### src/rtl/spi_shared_master.sv
// Round-robin arbiter and SPI mode-0 sequencer letting two requesters share one SPI bus.
// Latency: rsp pulse (2*len+2)*CLK_DIV+1 cycles after accept; sen low for the first (2*len+2)*CLK_DIV of them.
// Backpressure: ready only in IDLE toward the granted requester; other requests hold valid and wait.
module spi_shared_master #(
  parameter int NUM_SLAVES = 8,
  parameter int CLK_DIV    = 4
) (
  input  logic                  clk,
  input  logic                  reset,
  input  logic                  req0_valid,
  output logic                  req0_ready,
  input  logic [2:0]            req0_sel,
  input  logic [5:0]            req0_len,
  input  logic [31:0]           req0_data,
  input  logic                  req1_valid,
  output logic                  req1_ready,
  input  logic [2:0]            req1_sel,
  input  logic [5:0]            req1_len,
  input  logic [31:0]           req1_data,
  output logic                  rsp0_valid,
  output logic [31:0]           rsp0_data,
  output logic                  rsp1_valid,
  output logic [31:0]           rsp1_data,
  output logic                  sclk,
  output logic                  mosi,
  output logic [NUM_SLAVES-1:0] sen,
  input  logic                  miso,
  output logic                  busy
);

  localparam int CW = (CLK_DIV > 1) ? $clog2(CLK_DIV) : 1;
  localparam logic [CW-1:0] CNT_RELOAD = CW'(CLK_DIV - 1);

  typedef enum logic [2:0] {IDLE, SETUP, HIGH, LOW, HOLD, DONE} state_t;

  state_t         state_q, state_d;
  logic [CW-1:0]  cnt_q, cnt_d;
  logic [5:0]     bits_q, bits_d;
  logic [5:0]     len_q, len_d;
  logic [2:0]     sel_q, sel_d;
  logic           gnt_q, gnt_d;
  logic           last_q, last_d;
  logic [31:0]    shreg_q, shreg_d;
  logic [31:0]    rxreg_q, rxreg_d;
  logic [31:0]    rsp0_data_q, rsp0_data_d;
  logic [31:0]    rsp1_data_q, rsp1_data_d;

  logic grant;
  logic active;
  logic cnt_done;

  // Zero and anything above 32 both mean a full 32-bit transfer.
  function automatic logic [5:0] eff_len(input logic [5:0] l);
    return ((l == 6'd0) || (l > 6'd32)) ? 6'd32 : l;
  endfunction

  function automatic logic [31:0] len_mask(input logic [5:0] n);
    return (n >= 6'd32) ? 32'hFFFF_FFFF : ((32'd1 << n) - 32'd1);
  endfunction

  // Arbitration: alternate on contention, otherwise serve whoever is valid.
  always_comb begin
    grant      = 1'b0;
    if (req0_valid && req1_valid) grant = ~last_q;
    else if (!req0_valid)         grant = 1'b1;
    req0_ready = (state_q == IDLE) && req0_valid && (grant == 1'b0);
    req1_ready = (state_q == IDLE) && req1_valid && (grant == 1'b1);
  end

  // Bus outputs decode straight from state so an asynchronous reset releases the bus at once.
  always_comb begin
    active     = (state_q == SETUP) || (state_q == HIGH) || (state_q == LOW) || (state_q == HOLD);
    busy       = (state_q != IDLE);
    sclk       = (state_q == HIGH);
    mosi       = active ? shreg_q[31] : 1'b0;
    rsp0_valid = (state_q == DONE) && (gnt_q == 1'b0);
    rsp1_valid = (state_q == DONE) && (gnt_q == 1'b1);
    rsp0_data  = rsp0_data_q;
    rsp1_data  = rsp1_data_q;
    sen        = '1;
    for (int i = 0; i < NUM_SLAVES; i++) begin
      if (active && (int'(sel_q) == i)) sen[i] = 1'b0;
    end
  end

  assign cnt_done = (cnt_q == '0);

  // Next-state: every state lasts CLK_DIV cycles except DONE; the counter reloads on each entry.
  always_comb begin
    state_d     = state_q;
    cnt_d       = cnt_q;
    bits_d      = bits_q;
    len_d       = len_q;
    sel_d       = sel_q;
    gnt_d       = gnt_q;
    last_d      = last_q;
    shreg_d     = shreg_q;
    rxreg_d     = rxreg_q;
    rsp0_data_d = rsp0_data_q;
    rsp1_data_d = rsp1_data_q;
    case (state_q)
      IDLE: begin
        if (req0_ready || req1_ready) begin
          gnt_d   = grant;
          last_d  = grant;
          sel_d   = grant ? req1_sel : req0_sel;
          len_d   = eff_len(grant ? req1_len : req0_len);
          bits_d  = eff_len(grant ? req1_len : req0_len);
          shreg_d = grant ? req1_data : req0_data;
          rxreg_d = '0;
          cnt_d   = CNT_RELOAD;
          state_d = SETUP;
        end
      end
      SETUP: begin
        if (cnt_done) begin
          cnt_d   = CNT_RELOAD;
          state_d = HIGH;
        end else cnt_d = cnt_q - CW'(1);
      end
      HIGH: begin
        // Slave drove its bit on the previous falling edge; take it on the first high cycle.
        if (cnt_q == CNT_RELOAD) rxreg_d = {rxreg_q[30:0], miso};
        if (cnt_done) begin
          cnt_d   = CNT_RELOAD;
          shreg_d = {shreg_q[30:0], 1'b0};
          bits_d  = bits_q - 6'd1;
          state_d = LOW;
        end else cnt_d = cnt_q - CW'(1);
      end
      LOW: begin
        if (cnt_done) begin
          cnt_d   = CNT_RELOAD;
          state_d = (bits_q != 6'd0) ? HIGH : HOLD;
        end else cnt_d = cnt_q - CW'(1);
      end
      HOLD: begin
        if (cnt_done) begin
          if (gnt_q) rsp1_data_d = rxreg_q & len_mask(len_q);
          else       rsp0_data_d = rxreg_q & len_mask(len_q);
          state_d = DONE;
        end else cnt_d = cnt_q - CW'(1);
      end
      DONE:    state_d = IDLE;
      default: state_d = IDLE;
    endcase
  end

  // State registers; last grant resets to 1 so requester 0 wins the first tie.
  always_ff @(posedge clk or posedge reset) begin
    if (reset) begin
      state_q     <= IDLE;
      cnt_q       <= '0;
      bits_q      <= '0;
      len_q       <= '0;
      sel_q       <= '0;
      gnt_q       <= 1'b0;
      last_q      <= 1'b1;
      shreg_q     <= '0;
      rxreg_q     <= '0;
      rsp0_data_q <= '0;
      rsp1_data_q <= '0;
    end else begin
      state_q     <= state_d;
      cnt_q       <= cnt_d;
      bits_q      <= bits_d;
      len_q       <= len_d;
      sel_q       <= sel_d;
      gnt_q       <= gnt_d;
      last_q      <= last_d;
      shreg_q     <= shreg_d;
      rxreg_q     <= rxreg_d;
      rsp0_data_q <= rsp0_data_d;
      rsp1_data_q <= rsp1_data_d;
    end
  end

endmodule
### config.mk
export PLATFORM = sky130hd
export DESIGN_NAME = spi_shared_master
export DESIGN_NICKNAME = d
export VERILOG_FILES = /design/src/rtl/spi_shared_master.sv
export SDC_FILE = /design/constraint.sdc
export NUM_CORES = 1
export LEC_CHECK = 0
export BUFFER_PORTS_ARGS = -buffer_cell sky130_fd_sc_hd__buf_4
export CAP_MARGIN = 25
export CORE_UTILIZATION = 49
export CTS_CLUSTER_SIZE = 20
export DETAILED_ROUTE_END_ITERATION = 7
export GPL_ROUTABILITY_DRIVEN = 0
export PLACE_DENSITY = 0.76
export SYNTH_ARGS = -nofsm -noshare
export SYNTH_HDL_FRONTEND = slang
export SYNTH_SLANG_ARGS = --single-unit
### constraint.sdc
create_clock -name clk -period 5.1 [get_ports clk]
set_input_delay 1.02 -clock clk [delete_from_list [all_inputs] [get_ports clk]]
set_output_delay 1.02 -clock clk [all_outputs]
set_load 0.01 [all_outputs]
==> out/qor_table.md, run 1 <==
| Group | Parameter | Value |
|:---|:---|:---|
| sta | Fraction of the cycle the final worst path needs | 0.621 |
| clock network | Number of setup buffers added after CTS | 0 |
| power | Total chip power | 2.53 mW |
| synthesis | Avg Synthesized Cell Area | 8.60 um^2 |
| critical path | Critical R2R Capture | rsp0_data[14] |
| critical path | Maximum net fanout on the critical path | 39 |
| sta | Hold violation total from the final report | 0 |
| floorplanning | Standard-cell rows | 45 |
| sta | Unrepaired setup endpoints after global routing | false |
| floorplanning | Starting density of the core | 0.499 |
| min path | Tightest Hold Check Type | reg -> reg |
| floorplanning | Core Footprint | 15,100 um^2 |
| floorplanning | Horizontal die dimension | 126 um |
| sta | Normalized max-slew margin | 0.385 |
| global routing | Number of global-route vias before repair | 6,109 |
| clock network | Number of buffers created by CTS | 17 |
| critical path | Crit path to | sclk |
| route | Number of design rule violations left after detail routing | 0 |
| floorplanning | Die Height | 126 um |
| critical path | Setup slack of the worst register-to-register path | 2.17 ns |
| route | Antenna-violating nets left | 0 |
| clock network | H-tree level count | 4 |
| clock network | Number of buffers between clock root and the deepest sink | 2 |
| critical path | Endpoint class of the critical path | primary output |
| route | DR vias | 6,715 |
| layout | Total number of nets in the final design | 1,098 |
| critical path | Type of element launching the critical path | flip-flop |
| clock network | Number of gates resized after CTS | 0 |
| synthesis | Post-Synthesis Cell Area | 7550 um^2 |
| placed design | Placed cell area | 8830 um^2 |
| placed design | IO Port Bufs | 165 |
| power | Total power per unit cell area | 268 nW/um^2 |
| status | Outcome | completed |
| global routing | Met3 global-route usage | 0.0438 |
| synthesis | Area share of the largest cell type after synthesis | 0.494 |
| route | Detailed Route Iter0 Violations | 330 |
| clock network | Clock insertion delay at the later pin of the skew report | 0.43 ns |
| critical path | Data arrival time at the worst-slack endpoint | 2.15 ns |
| global routing | Initial antenna violation count | 0 |
| route | Vias per inst | 5.56 |
| critical path | Critical Path Source | state_q[2] |
| critical path | WP data required | 4.08 ns |
| synthesis | Share of async-settable or async-resettable flops after synthesis | 1.00 |
| power | Total leakage power | 4.68 nW |
| synthesis | Number of nets in the synthesized netlist | 969 |
| synthesis | FF+latch count, synth | 150 |
| clock network | CTS sink count | 150 |
| layout | Fraction of layout instances using a drive strength above 1 | 0.227 |
| global routing | Busiest layer in global routing | met2 |
| global routing | Met2 track demand over resource in global routing | 0.357 |
| clock network | Clock-pin slew reported for the worst setup and hold paths after clock tree synthesis | 0.06 ns |
| global routing | Overflow after GRT | 0 |
| critical path | Type of the worst setup path | reg -> out |
| layout | Antenna diode count | 0 |
| synthesis | Most area-consuming cells after synthesis | sky130_fd_sc_hd__dfrtp_1 (49%), sky130_fd_sc_hd__nand2_1 (12%), sky130_fd_sc_hd__o21ai_1 (4.8%) |
| sta | Minimum clock period after layout | 3.17 ns |
| sta | Slew at the pin closest to its max-slew limit | 0.923 ns |
| synthesis | Sequential-to-total area share from yosys stat | 0.497 |
| layout | Post-Layout Inst Area | 9430 um^2 |
| global routing | Pin count of the biggest net entering global routing | 71 |
| route | Per-cell routed wire length | 15.1 um |
| synthesis | Most used flip-flop cell after synthesis | sky130_fd_sc_hd__dfrtp_1 |
| sta | Count of final setup violators | 0 |
| sta | Count of pins over their slew limit | 0 |
| critical path | Reg2Reg Launch Point | len_q[5] |
| route | Wire length reported by the detailed router | 18.2 mm |
| global routing | Global-route total usage across every layer | 0.235 |
| global routing | Wire length of the first global-routing pass | 29.9 mm |
| synthesis | EDFF count, synth | 0 |
| clock network | Hold buffers post-CTS | 0 |
| sta | Setup TNS Final | 0 ns |
| placed design | Dpl hpwl | 12.3 mm |
| route | Detailed-router iteration count before antenna repair | 5 |
| power | Maximum VDD drop | 0.222 mV |
| synthesis | Cell type with the highest aggregate area in the netlist | sky130_fd_sc_hd__dfrtp_1 |
| synthesis | Cell count after synthesis | 878 |
| layout | Layout overhead on the synthesized area | 24.9% |
| floorplanning | Area enclosed by the die boundary | 15,900 um^2 |
| global routing | Met1 track utilization from global routing | 0.344 |
| sta | Achievable frequency | 0.316 GHz |
| synthesis | Synth warnings | 0 |
| clock network | CTS root buffer | sky130_fd_sc_hd__clkbuf_16 |
| clock network | TritonCTS clock tree | done |
| floorplanning | Boundary pin count | 166 |
| run | Reported max-cap violation count | 0 |
| critical path | Logic depth of the worst register-to-register path | 7 |
| sta | Largest clock skew in the final design | 0.00866 ns |
| synthesis | Count of cell types in the netlist | 60 |
## area by class of cell
cell class	count	area, um^2
Clock inverter	14	141
Inverter	14	57.6
Fill cell	1355	5710
Tap cell	188	235
Timing Repair Buffer	175	1330
Multi-Input combinational cell	649	3480
Sequential cell	150	3750
Clock buffer	18	439
## layer usage
layer	routed length [um]	vias up	share of wire
li1	-	3303	-
met1	8520	3168	0.47
met2	8350	227	0.46
met3	1100	17	0.061
met4	204	0	0.011
met5	0	-	0
## state kept, by name (all words and copies together), names as in the netlist
name       cells
last_q         1
rsp0_data     32
state_q        3
shreg_q       32
len_q          6
sel_q          3
rsp1_data     32
gnt_q          1
rxreg_q       32
bits_q         6
cnt_q          2
## worst max-delay path, cell delays in order (launching register included)
cell and delay (ns):
sky130_fd_sc_hd__dfrtp_1 0.54, sky130_fd_sc_hd__nor2_1 0.25, sky130_fd_sc_hd__nand2_2 0.09, sky130_fd_sc_hd__inv_2 0.57
sky130_fd_sc_hd__buf_4 0.25
## cell usage after synthesis, types with 7 or more instances
| cell type | n |
|---|---|
| sky130_fd_sc_hd__nor2b_1 | 7 |
| sky130_fd_sc_hd__a21oi_1 | 17 |
| sky130_fd_sc_hd__nor2_1 | 61 |
| sky130_fd_sc_hd__clkbuf_1 | 35 |
| sky130_fd_sc_hd__a21o_1 | 36 |
| sky130_fd_sc_hd__o21ai_0 | 57 |
| sky130_fd_sc_hd__nor3_1 | 10 |
| sky130_fd_sc_hd__inv_1 | 13 |
| sky130_fd_sc_hd__nand2b_1 | 8 |
| sky130_fd_sc_hd__mux2i_1 | 11 |
| sky130_fd_sc_hd__nand3_1 | 14 |
| sky130_fd_sc_hd__a311oi_1 | 31 |
| sky130_fd_sc_hd__o21ai_1 | 72 |
| sky130_fd_sc_hd__nand2_1 | 233 |
| sky130_fd_sc_hd__buf_2 | 26 |
| sky130_fd_sc_hd__or3_1 | 9 |
| sky130_fd_sc_hd__dfrtp_1 | 149 |
## cell families after synthesis
| logic type | share of synthesized area |
|---|---|
| flip-flops | 0.497 |
| AO/OA/AOI/OAI | 0.211 |
| AND/OR/NAND/NOR | 0.212 |
| multiplexers | 0.0235 |
| XOR/XNOR | 0.00464 |
| buffers and inverters | 0.0446 |
| adder cells (fa/ha/maj) | 0.00663 |
## power by group
part	switching, mW	internal, mW	total [mW]
clock network	0.529	0.696	1.22
logic	0.0577	0.0549	0.113
registers	0.00197	1.19	1.19
## how the worst min path moves through the flow
stage / start / end / slack [ns] / depth (start not counted)
finish: shreg_q[31] / shreg_q[31] / 0.47 / 1
global route: shreg_q[3] / shreg_q[3] / 0.49 / 1
floorplan: shreg_q[31] / shreg_q[31] / 0.44 / 1
detailed placement: shreg_q[31] / shreg_q[31] / 0.46 / 1
CTS: shreg_q[31] / shreg_q[31] / 0.47 / 1
global placement: shreg_q[31] / shreg_q[31] / 0.46 / 1
## cells in the final DEF (no fill, tap or decap), drive strengths merged, types with 6 or more instances in the layout
master    n
inv      19
mux2      6
nor2     61
mux2i    11
a21oi    17
nand2b    8
o21ai   131
buf     175
a21o     36
or3       9
nand3    14
clkbuf   18
nor2b     7
a311oi   31
nor3     12
dfrtp   149
nand2   233
clkinv    6
## metrics by stage
stage	utilization	setup WS, ns	std cells	hold WS (ns)
after floorplan	-	0.0453	878	0.441
after global placement	0.583	2.05	1175	0.456
after detailed placement	0.583	2.03	1175	0.458
after CTS	0.621	1.94	1207	0.471
after global routing	0.623	1.80	1208	0.493
final	0.623	1.93	1208	0.471
Power figures use the tool's default switching activity.
==> run 2: changes to the inputs <==
--- a/config.mk
+++ b/config.mk
@@ -7,11 +7,11 @@
 export LEC_CHECK = 0
 export BUFFER_PORTS_ARGS = -buffer_cell sky130_fd_sc_hd__buf_4
 export CAP_MARGIN = 25
-export CORE_UTILIZATION = 49
+export CORE_UTILIZATION = 55
 export CTS_CLUSTER_SIZE = 20
 export DETAILED_ROUTE_END_ITERATION = 7
 export GPL_ROUTABILITY_DRIVEN = 0
-export PLACE_DENSITY = 0.76
+export PLACE_DENSITY = 0.81
 export SYNTH_ARGS = -nofsm -noshare
 export SYNTH_HDL_FRONTEND = slang
 export SYNTH_SLANG_ARGS = --single-unit
==> constraint.sdc (replaced) <==
create_clock -name clk -period 3.2 [get_ports clk]
set_input_delay 0.64 -clock clk [delete_from_list [all_inputs] [get_ports clk]]
set_output_delay 0.64 -clock clk [all_outputs]
set_load 0.01 [all_outputs]
==> out/qor_table.md, run 2 (synthesized netlist as in run 1, its figures left out) <==
| Group | Parameter | Value | vs previous |
|:---|:---|:---|:---|
| route | Number of design rule violations left after detail routing | 0 | unchanged |
| floorplanning | Horizontal die dimension | 119 um | was 126 um |
| critical path | Endpoint class of the critical path | primary output | unchanged |
| power | Maximum VDD drop | 0.327 mV | was 0.222 mV |
| floorplanning | Starting density of the core | 0.568 | was 0.499 |
| critical path | Max incr delay on CP | 0.63 ns | was 0.57 ns |
| min path | Tightest Hold Check Type | in -> async | was reg -> reg |
| route | Detailed-router iteration count before antenna repair | 5 | unchanged |
| critical path | Master of the slowest instance on the critical path | sky130_fd_sc_hd__dfrtp_1 | was sky130_fd_sc_hd__inv_2 |
| global routing | Initial antenna violation count | 0 | unchanged |
| sta | Normalized max-slew margin | 0.551 | was 0.385 |
| critical path | Reg2Reg Launch Point | len_q[4] | was len_q[5] |
| layout | Final cell count without fillers | 1,211 | was 1,208 |
| sta | Setup TNS Final | 0 ns | unchanged |
| status | Outcome | completed | unchanged |
| layout | Most frequent cells in the layout | sky130_fd_sc_hd__nand2_1 (231), sky130_fd_sc_hd__buf_4 (188), sky130_fd_sc_hd__dfrtp_1 (149), sky130_fd_sc_hd__o21ai_1 (71), sky130_fd_sc_hd__nor2_1 (61) | was sky130_fd_sc_hd__nand2_1 (231), sky130_fd_sc_hd__buf_4 (174), sky130_fd_sc_hd__dfrtp_1 (149), sky130_fd_sc_hd__o21ai_1 (71), sky130_fd_sc_hd__nor2_1 (61) |
| sta | Minimum clock period after layout | 2.62 ns |  |
| critical path | Type of the worst setup path | reg -> out | unchanged |
| layout | Layout overhead on the synthesized area | 27.0% | was 24.9% |
| power | Net switching power | 867 uW | was 589 uW |
| route | DR vias | 6,873 | was 6,715 |
| global routing | Global-route total usage across every layer | 0.275 | was 0.235 |
| clock network | Number of buffers between clock root and the deepest sink | 2 | unchanged |
| placed design | Worst setup slack before clock tree synthesis | 0.848 ns | was 2.03 ns |
| clock network | Number of buffers created by CTS | 17 | unchanged |
| global routing | Number of global-route vias before repair | 6,504 | was 6,109 |
| placed design | IO Port Bufs | 165 | unchanged |
| placed design | Number of placed instances, taps included | 1,179 | was 1,175 |
| global routing | Wire length of the first global-routing pass | 31.1 mm | was 29.9 mm |
| placed design | Dpl hpwl | 12.8 mm | was 12.3 mm |
| critical path | Series of cell instances along the critical path | nor3_2 -> inv_1 -> nand2_1 -> nor2_1 -> nand3_1 -> buf_4 | was nor2_1 -> nand2_2 -> inv_2 -> buf_4 |
| power | Total leakage power | 4.78 nW | was 4.68 nW |
| floorplanning | Standard-cell rows | 42 | was 45 |
| layout | Antenna diode count | 0 | unchanged |
| clock network | Clock-pin slew reported for the worst setup and hold paths after clock tree synthesis | 0.06 ns | about the same |
| critical path | Data arrival time at the worst-slack endpoint | 1.98 ns | was 2.15 ns |
| route | Wire length reported by the detailed router | 18.5 mm | was 18.2 mm |
| floorplanning | Boundary pin count | 166 | unchanged |
| layout | Commonest non-fill, non-tap cell in the layout | sky130_fd_sc_hd__nand2_1 | unchanged |
| clock network | CTS root buffer | sky130_fd_sc_hd__clkbuf_16 | unchanged |
| sta | Hold violation total from the final report | 0 | unchanged |
| global routing | Overflow after GRT | 0 | unchanged |
| floorplanning | Core Footprint | 13,300 um^2 | was 15,100 um^2 |
| route | Per-cell routed wire length | 15.3 um | was 15.1 um |
| global routing | Pin count of the biggest net entering global routing | 80 | was 71 |
| layout | Fraction of layout instances using a drive strength above 1 | 0.238 | was 0.227 |
| sta | Count of pins over their slew limit | 0 | unchanged |
| power | Total chip power | 4.20 mW | was 2.53 mW |
| critical path | WP data required | 2.56 ns | was 4.08 ns |
| power | P_int | 3.34 mW | was 1.94 mW |
| clock network | H-tree level count | 4 | unchanged |
| critical path | Critical Path Source | state_q[1] | was state_q[2] |
| floorplanning | Die Height | 119 um | was 126 um |
| critical path | Type of element launching the critical path | flip-flop | unchanged |
| sta | Minimum setup slack in the final design | 0.584 ns | was 1.93 ns |
| sta | Worst hold slack | 0.123 ns | was 0.471 ns |
| sta | Largest clock skew in the final design | 0.00443 ns | was 0.00866 ns |
| sta | Unrepaired setup endpoints after global routing | false | unchanged |
| route | Detailed Route Iter0 Violations | 428 | was 330 |
| sta | Fraction of the cycle the final worst path needs | 0.817 |  |
| floorplanning | Area enclosed by the die boundary | 14,200 um^2 | was 15,900 um^2 |
| clock network | Clock insertion delay at the later pin of the skew report | 0.42 ns | was 0.43 ns |
| power | Total power per unit cell area | 438 nW/um^2 | was 268 nW/um^2 |
| power | Power share of the clock group | 0.504 | was 0.484 |
| power | Share of total power in combinational logic | 0.043 | was 0.045 |
| layout | Layout filler cell count | 1,004 | was 1,355 |
| sta | Slew at the pin closest to its max-slew limit | 0.674 ns | was 0.923 ns |
| clock network | Number of gates resized after CTS | 0 | unchanged |
| power | Switching power as a share of total power | 0.206 | was 0.232 |
| critical path | Maximum net fanout on the critical path | 16 | was 39 |
| run | Reported max-cap violation count | 0 | unchanged |
| sta | Count of final setup violators | 0 | unchanged |
| route | Vias per inst | 5.68 | was 5.56 |
| layout | Total number of nets in the final design | 1,113 | was 1,098 |
| route | Antenna-violating nets left | 0 | unchanged |
| power | Relative contribution of sequential cells to total power | 0.453 | was 0.472 |
| clock network | Hold buffers post-CTS | 0 | unchanged |
| clock network | TritonCTS clock tree | done | unchanged |
| clock network | CTS sink count | 150 | unchanged |
| sta | Achievable frequency | 0.382 GHz |  |
| clock network | Number of setup buffers added after CTS | 0 | unchanged |
[run 2: worst paths after layout]
check	to	slack (ns)	cells after the start
max reg2reg	rsp1_data[14]	0.80	7
min	sel_q[0]	0.12	2
min reg2reg	rsp1_data[24]	0.48	2
min in group clk	last_q	0.42	2
max	sen[3]	0.58	6
max in group asynchronous	rsp0_data[10]	1.95	4
[run 2: layout make-up]
class                      instances  area (um^2)  area share
sequential                       150         3750       0.391
multi-input combinational        649         3480       0.363
timing repair buffer             190         1450       0.151
clock buffer                      20          457      0.0476
tap                              176          220      0.0230
clock inverter                    12          175      0.0183
inverter                          14         56.3     0.00587
[run 2: worst max-delay path: cells and delay by family (launching register included)]
| kind | cells | cell delay [ns] |
|---|---|---|
| flops | 1 | 0.63 |
| simple gates | 4 | 0.59 |
| buf+inv | 2 | 0.33 |
[run 2: power by group through the flow]
stage / clock network, mW / logic (mW) / registers (mW)
detailed placement: 0 / 0.184 / 1.94
finish: 2.12 / 0.182 / 1.90
global route: 2.22 / 0.204 / 1.90
floorplan: 0 / 0.0740 / 1.94
CTS: 2.14 / 0.185 / 1.90
global placement: 0 / 0.183 / 1.94
[run 2: per-stage QoR]
step	utilization	instance area, um^2
after detailed placement	0.674	8960
after global placement	0.674	8960
after global routing	0.721	9590
final	0.721	9590
after CTS	0.721	9590
after floorplan	-	7550
[run 2: metal layers]
metal / track usage / wire length [um] / up-vias
li1: - / - / 3333
met1: 0.373 / 8180 / 3255
met2: 0.443 / 8910 / 251
met3: 0.0512 / 1060 / 34
met4: 0.0965 / 318 / 0
met5: 0 / 0 / -
